`src/rtl/alu_tile_ingress_scheduler.sv`:
```
// Per-channel ingress FIFOs (N,E,S,W,host) feeding a round-robin issue register toward one ALU tile.
// Latency: 2 cycles from input to issue. Upstream is never stalled (a full FIFO drops and counts); ALU stall freezes the issue register.
module alu_tile_ingress_scheduler #(
  parameter int DATA_W = 64,
  parameter int CTRL_W = 16,
  parameter int DEPTH  = 4,
  parameter int CNT_W  = 16
) (
  input  logic                  clk,
  input  logic                  rst,
  input  logic [5*DATA_W-1:0]   in_a,
  input  logic [5*DATA_W-1:0]   in_b,
  input  logic [5*CTRL_W-1:0]   in_ctrl,
  input  logic [4:0]            in_valid,
  output logic [4:0]            fifo_full,
  output logic [DATA_W-1:0]     alu_a,
  output logic [DATA_W-1:0]     alu_b,
  output logic [CTRL_W-1:0]     alu_ctrl,
  output logic [2:0]            alu_src,
  output logic                  alu_valid,
  input  logic                  alu_ready,
  output logic [CNT_W-1:0]      drop_cnt,
  output logic                  drop_sticky
);
  localparam int NCH = 5;
  localparam int AW  = $clog2(DEPTH);

  typedef struct packed {
    logic [DATA_W-1:0] a;
    logic [DATA_W-1:0] b;
    logic [CTRL_W-1:0] ctrl;
  } flit_t;

  flit_t            mem_q    [NCH][DEPTH];
  flit_t            mem_d    [NCH][DEPTH];
  logic [AW:0]      wr_ptr_q [NCH];
  logic [AW:0]      wr_ptr_d [NCH];
  logic [AW:0]      rd_ptr_q [NCH];
  logic [AW:0]      rd_ptr_d [NCH];
  logic [NCH-1:0]   full_q, full_d;
  flit_t            issue_q, issue_d;
  logic [2:0]       src_q, src_d;
  logic             vld_q, vld_d;
  logic [2:0]       ptr_q, ptr_d;
  logic [CNT_W-1:0] cnt_q, cnt_d;
  logic             sticky_q, sticky_d;

  flit_t            in_flit [NCH];
  logic [NCH-1:0]   empty, push, drop, pop;
  logic             adv, grant_vld;
  logic [2:0]       grant;
  logic [3:0]       cand;
  logic [2:0]       ndrop;
  logic [CNT_W:0]   cnt_sum;

  // Push decisions use the registered full flag, so a simultaneous pop never rescues a push.
  always_comb begin
    for (int i = 0; i < NCH; i++) begin
      in_flit[i].a    = in_a[i*DATA_W +: DATA_W];
      in_flit[i].b    = in_b[i*DATA_W +: DATA_W];
      in_flit[i].ctrl = in_ctrl[i*CTRL_W +: CTRL_W];
      empty[i]        = (wr_ptr_q[i] == rd_ptr_q[i]);
      push[i]         = in_valid[i] & ~full_q[i];
      drop[i]         = in_valid[i] & full_q[i];
    end
  end

  always_comb begin
    adv       = ~vld_q | alu_ready;
    grant_vld = 1'b0;
    grant     = 3'd0;
    cand      = 4'd0;
    for (int k = 0; k < NCH; k++) begin
      cand = {1'b0, ptr_q} + 4'(k);
      if (cand >= 4'(NCH)) cand = cand - 4'(NCH);
      if (!grant_vld && !empty[cand[2:0]]) begin
        grant_vld = 1'b1;
        grant     = cand[2:0];
      end
    end
    pop = '0;
    if (adv && grant_vld) pop[grant] = 1'b1;
  end

  always_comb begin
    mem_d = mem_q;
    for (int i = 0; i < NCH; i++) begin
      wr_ptr_d[i] = wr_ptr_q[i] + {{AW{1'b0}}, push[i]};
      rd_ptr_d[i] = rd_ptr_q[i] + {{AW{1'b0}}, pop[i]};
      full_d[i]   = (wr_ptr_d[i][AW] != rd_ptr_d[i][AW]) &&
                    (wr_ptr_d[i][AW-1:0] == rd_ptr_d[i][AW-1:0]);
      if (push[i]) mem_d[i][wr_ptr_q[i][AW-1:0]] = in_flit[i];
    end
  end

  // Data fields hold their last value when nothing is granted.
  always_comb begin
    issue_d = issue_q;
    src_d   = src_q;
    vld_d   = vld_q;
    ptr_d   = ptr_q;
    if (adv) begin
      vld_d = grant_vld;
      if (grant_vld) begin
        issue_d = mem_q[grant][rd_ptr_q[grant][AW-1:0]];
        src_d   = grant;
        ptr_d   = (grant == 3'd4) ? 3'd0 : grant + 3'd1;
      end
    end
  end

  always_comb begin
    ndrop = 3'd0;
    for (int i = 0; i < NCH; i++) ndrop = ndrop + {2'b00, drop[i]};
    cnt_sum  = {1'b0, cnt_q} + {{(CNT_W-2){1'b0}}, ndrop};
    cnt_d    = cnt_sum[CNT_W] ? {CNT_W{1'b1}} : cnt_sum[CNT_W-1:0];
    sticky_d = sticky_q | (ndrop != 3'd0);
  end

  always_ff @(posedge clk or posedge rst) begin
    if (rst) begin
      for (int i = 0; i < NCH; i++) begin
        wr_ptr_q[i] <= '0;
        rd_ptr_q[i] <= '0;
      end
      full_q   <= '0;
      issue_q  <= '0;
      src_q    <= '0;
      vld_q    <= 1'b0;
      ptr_q    <= '0;
      cnt_q    <= '0;
      sticky_q <= 1'b0;
    end else begin
      wr_ptr_q <= wr_ptr_d;
      rd_ptr_q <= rd_ptr_d;
      full_q   <= full_d;
      issue_q  <= issue_d;
      src_q    <= src_d;
      vld_q    <= vld_d;
      ptr_q    <= ptr_d;
      cnt_q    <= cnt_d;
      sticky_q <= sticky_d;
    end
  end

  // Storage needs no reset: entries are only read between the pointers.
  always_ff @(posedge clk) begin
    mem_q <= mem_d;
  end

  assign fifo_full   = full_q;
  assign alu_a       = issue_q.a;
  assign alu_b       = issue_q.b;
  assign alu_ctrl    = issue_q.ctrl;
  assign alu_src     = src_q;
  assign alu_valid   = vld_q;
  assign drop_cnt    = cnt_q;
  assign drop_sticky = sticky_q;

endmodule

```
`config.mk`:
```
export PLATFORM = sky130hd
export DESIGN_NAME = alu_tile_ingress_scheduler
export DESIGN_NICKNAME = d
export VERILOG_FILES = /design/src/rtl/alu_tile_ingress_scheduler.sv
export SDC_FILE = /design/constraint.sdc
export NUM_CORES = 2
export LEC_CHECK = 0
export CORE_ASPECT_RATIO = 0.6
export CORE_UTILIZATION = 46
export CTS_BUF_LIST = sky130_fd_sc_hd__clkbuf_2 sky130_fd_sc_hd__clkbuf_4 sky130_fd_sc_hd__clkbuf_8
export CTS_CLUSTER_SIZE = 28
export DETAILED_ROUTE_END_ITERATION = 10
export GPL_ROUTABILITY_DRIVEN = 0
export GPL_TIMING_DRIVEN = 0
export PLACE_DENSITY = 0.69
export REMOVE_ABC_BUFFERS = 1
export SKIP_CTS_REPAIR_TIMING = 1
export SKIP_LAST_GASP = 1
export SYNTH_ARGS = -nofsm -noshare
export SYNTH_HDL_FRONTEND = slang
export SYNTH_SLANG_ARGS = --single-unit
export TNS_END_PERCENT = 5
```
`constraint.sdc`:
```
create_clock -name clk -period 15.6 [get_ports clk]
set_input_delay 2.34 -clock clk [delete_from_list [all_inputs] [get_ports clk]]
set_output_delay 2.34 -clock clk [all_outputs]
set_load 0.02 [all_outputs]
```
==> key figures <==
STA
  – Max Slew Vio Count: 0
  – Hold WS: 494 ps
  – Normalized max-slew margin: around 14%
  – RSZ-0062 raised after global routing: no
  – Fin crit period: ~8600 ps
  – Final hold vios: 0
  – # setup viols final: 0
  – Worst clock skew: 89.7 ps
  – Measured slew at the worst slew-check pin: between 1000 and 1500 ps
  – Tcrit/Tclk final: between 50 and 60%
  – Fmax: ~120 MHz
  – Setup_tns: 0 ps

Layout
  – Most common cell after layout, fill and taps aside: edfxtp_1
  – Final instance count without filler cells: 13100
  – Area Growth Syn to Fin: 23.6%
  – Utilization after layout: roughly 57%
  – Fraction of layout cells with a size suffix above 1: ~13%
  – Number of nets in the layout: around 10000
  – Most frequent cells in the layout: 2880 x edfxtp_1, 1781 x nand2_1, 897 x clkdlybuf4s50_1, 740 x a21oi_1, 479 x clkbuf_8

Clocking
  – Clock latency on the worst-skew pair: ~1000 ps
  – Root buffer cell: clkbuf_8
  – Clk slew on worst S/H paths: approximately 70 ps
  – Max clock buf depth: 4
  – TritonCTS clock tree: yes
  – CTS buffer count: approximately 430
  – H-tree levels: 5
  – CTS Sinks: about 3100

Setup path
  – Worst reg2reg startpoint: ptr_q[0]$_DFFE_PP0P_
  – Element type at the critical path end: register
  – Critical path class: register to register
  – Max FO, Critical Path: 168
  – CP startpoint kind: register
  – Worst EP arrival: 9460 ps
  – Worst r2r dst: alu_b[10]$_DFFE_PP0P_
  – WP data required: between 15000 and 20000 ps
  – Reg2Reg Depth: 21
  – R2r setup slk: between 7000 and 8000 ps

Global route
  – First-pass GRT wire length: 585 mm
  – Initial antenna violation count: roughly 150
  – Vias in the first global route: approximately 80000
  – Total GRT Usage: 31.2%
  – Remaining global-route overflow: 0
  – Largest net degree at the start of global routing: 189

Worst hold path
  – Cells on Worst Hold Path: 1
  – Hold path endpoint: drop_sticky$_DFF_PP0_
  – Hold Path Class: register to register
  – Worst hold start: drop_sticky$_DFF_PP0_

Route
  – DR vias/cell: about 6.2
  – DRT Pass-1 Iters: 7
  – DRT Wirelength: 418 mm
  – Number of remaining DRC errors: 0
  – ANT nets after route: 0
  – Iteration-0 DRC Markers: between 10000 and 15000
  – DR vias: a little over 80000
  – DR WL/cell: between 30 and 40 um

Logic synthesis
  – Gate Count Post-Synth: approximately 8000
  – Synth Area per Inst: between 10 and 15 um^2
  – Post-synth EDFFs: ~2900
  – Register area share after synthesis: around 77%
  – Synth unique cells: 83
  – Mapped cell area: 119000 um^2
  – Warnings from Yosys: 0
  – Number of synthesized register bits: 3083
  – Primary FF master, synth: edfxtp_1
  – Async SR Flop Fraction: 6.58%

Run
  – Max-Cap Viols: 0

Placed design
  – Hpwl dp: ~270 mm
  – Placed cells: 12200
  – I/O Buffers: ~900

Run status
  – Run status: completed

Floorplanning
  – Die Y: 396 um
  – # rows: around 140
  – Initial Util: a little under half
  – IO Pins: 898
  – Core ar.: around 260000 um^2
  – Die Area: ~260000 um^2
  – Die Width: approximately 660 um
## critical path: stages, from the launching register on
cell	delay, ps
dfrtp_1	690
clkinv_1	480
ha_1	410
ha_1	470
inv_1	170
a31oi_1	240
o32ai_1	140
nor4_2	620
a211oi_1	130
nor4b_1	500
o221a_4	720
buf_16	320
buf_16	300
clkinv_8	620
a21oi_1	450
o22ai_2	140
a21boi_4	810
buf_16	270
buf_12	230
buf_12	230
o21ai_0	210
o211a_1	180
## per-layer routing
layer	up-vias	routed length, um	track usage, %	part of all wire [%]
met4	98	21000	15.6	5.0
met1	40500	154000	41.8	37
li1	33400	-	-	-
met2	6452	189000	47.6	45
met3	1280	53300	8.14	13
met5	-	617	0	0.15
## state kept, by name (all words and copies together) (netlist names), 3 cells and up
signal and flops:
wr_ptr_q 15, mem_q 2880, fifo_full 5, drop_cnt 16, alu_ctrl 16, alu_a 64, alu_b 64, alu_src 3
ptr_q 3, rd_ptr_q 15
## Yosys cell counts (7+ instances only)
cell type,n,area share (%)
edfxtp_1,2880,73
nand2_1,1785,5.6
a21oi_1,740,3.1
clkbuf_1,370,1.2
nand3_1,298,1.3
mux2i_1,292,2.5
a2111oi_0,288,2.1
dfrtp_1,203,4.3
o22ai_1,145,0.76
a32oi_1,144,1.1
o211a_1,143,1.2
o21ai_0,131,0.55
buf_2,96,0.40
a22oi_1,73,0.46
a22oi_2,70,0.73
buf_1,43,0.14
ha_1,34,0.36
nor2_1,33,0.10
xnor2_1,28,0.21
o21ai_1,27,0.11
xor2_1,20,0.15
nor3_1,13,0.055
buf_4,12,0.076
nor3b_1,12,0.076
and3_1,11,0.058
buf_6,10,0.094
inv_1,9,0.028
nor2b_1,9,0.047
nand2b_1,7,0.037
nor4_1,7,0.037
## through the flow
step                area (um^2)  setup WS [ps]
global route             147000           6680
detailed placement       138000           7160
floorplan                117000         -54480
CTS                      147000           7200
finish                   147000           7000
global placement         130000        -222880
## cell type report
type	instances	area, um^2
inverters	13	76.3
diodes	99	248
fillers	19500	110000
clock inverters	148	1170
multi-input cells	4396	25500
repair buffers	1287	16600
flip-flops and latches	3083	91600
clock buffers	647	7850
well taps	3431	4290
## how the worst max path moves through the flow
stage                          from                      end  slack, ps  cells after the start
3_3_place_gp   ptr_q[0]$_DFFE_PP0P_  alu_ctrl[3]$_DFFE_PP0P_    -222880                     14
5_1_grt        ptr_q[0]$_DFFE_PP0P_    alu_a[14]$_DFFE_PP0P_       6680                     22
4_1_cts        ptr_q[0]$_DFFE_PP0P_  alu_ctrl[6]$_DFFE_PP0P_       7200                     22
2_1_floorplan  ptr_q[0]$_DFFE_PP0P_    alu_a[10]$_DFFE_PP0P_     -54480                     14
6_report       ptr_q[0]$_DFFE_PP0P_    alu_b[10]$_DFFE_PP0P_       7000                     21
3_5_place_dp   ptr_q[0]$_DFFE_PP0P_  alu_ctrl[6]$_DFFE_PP0P_       7160                     22
## cells by family (layout without fill, tap and decap cells)
family | count (synthesis) | after routing | synth area share (%)
xor+xnor | 48 | 48 | 0.353
flops | 3083 | 3083 | 76.8
other cells | 0 | 99 | 0
compound gates | 1805 | 1805 | 10.4
buf+inv | 544 | 2095 | 1.92
mux | 298 | 298 | 2.52
simple gates | 2207 | 2207 | 7.53
fa+ha+maj | 38 | 38 | 0.424
Power is left out: the tool's default activity adds up to more than one toggle a clock period on the data nets, which glitch-free logic cannot reach.
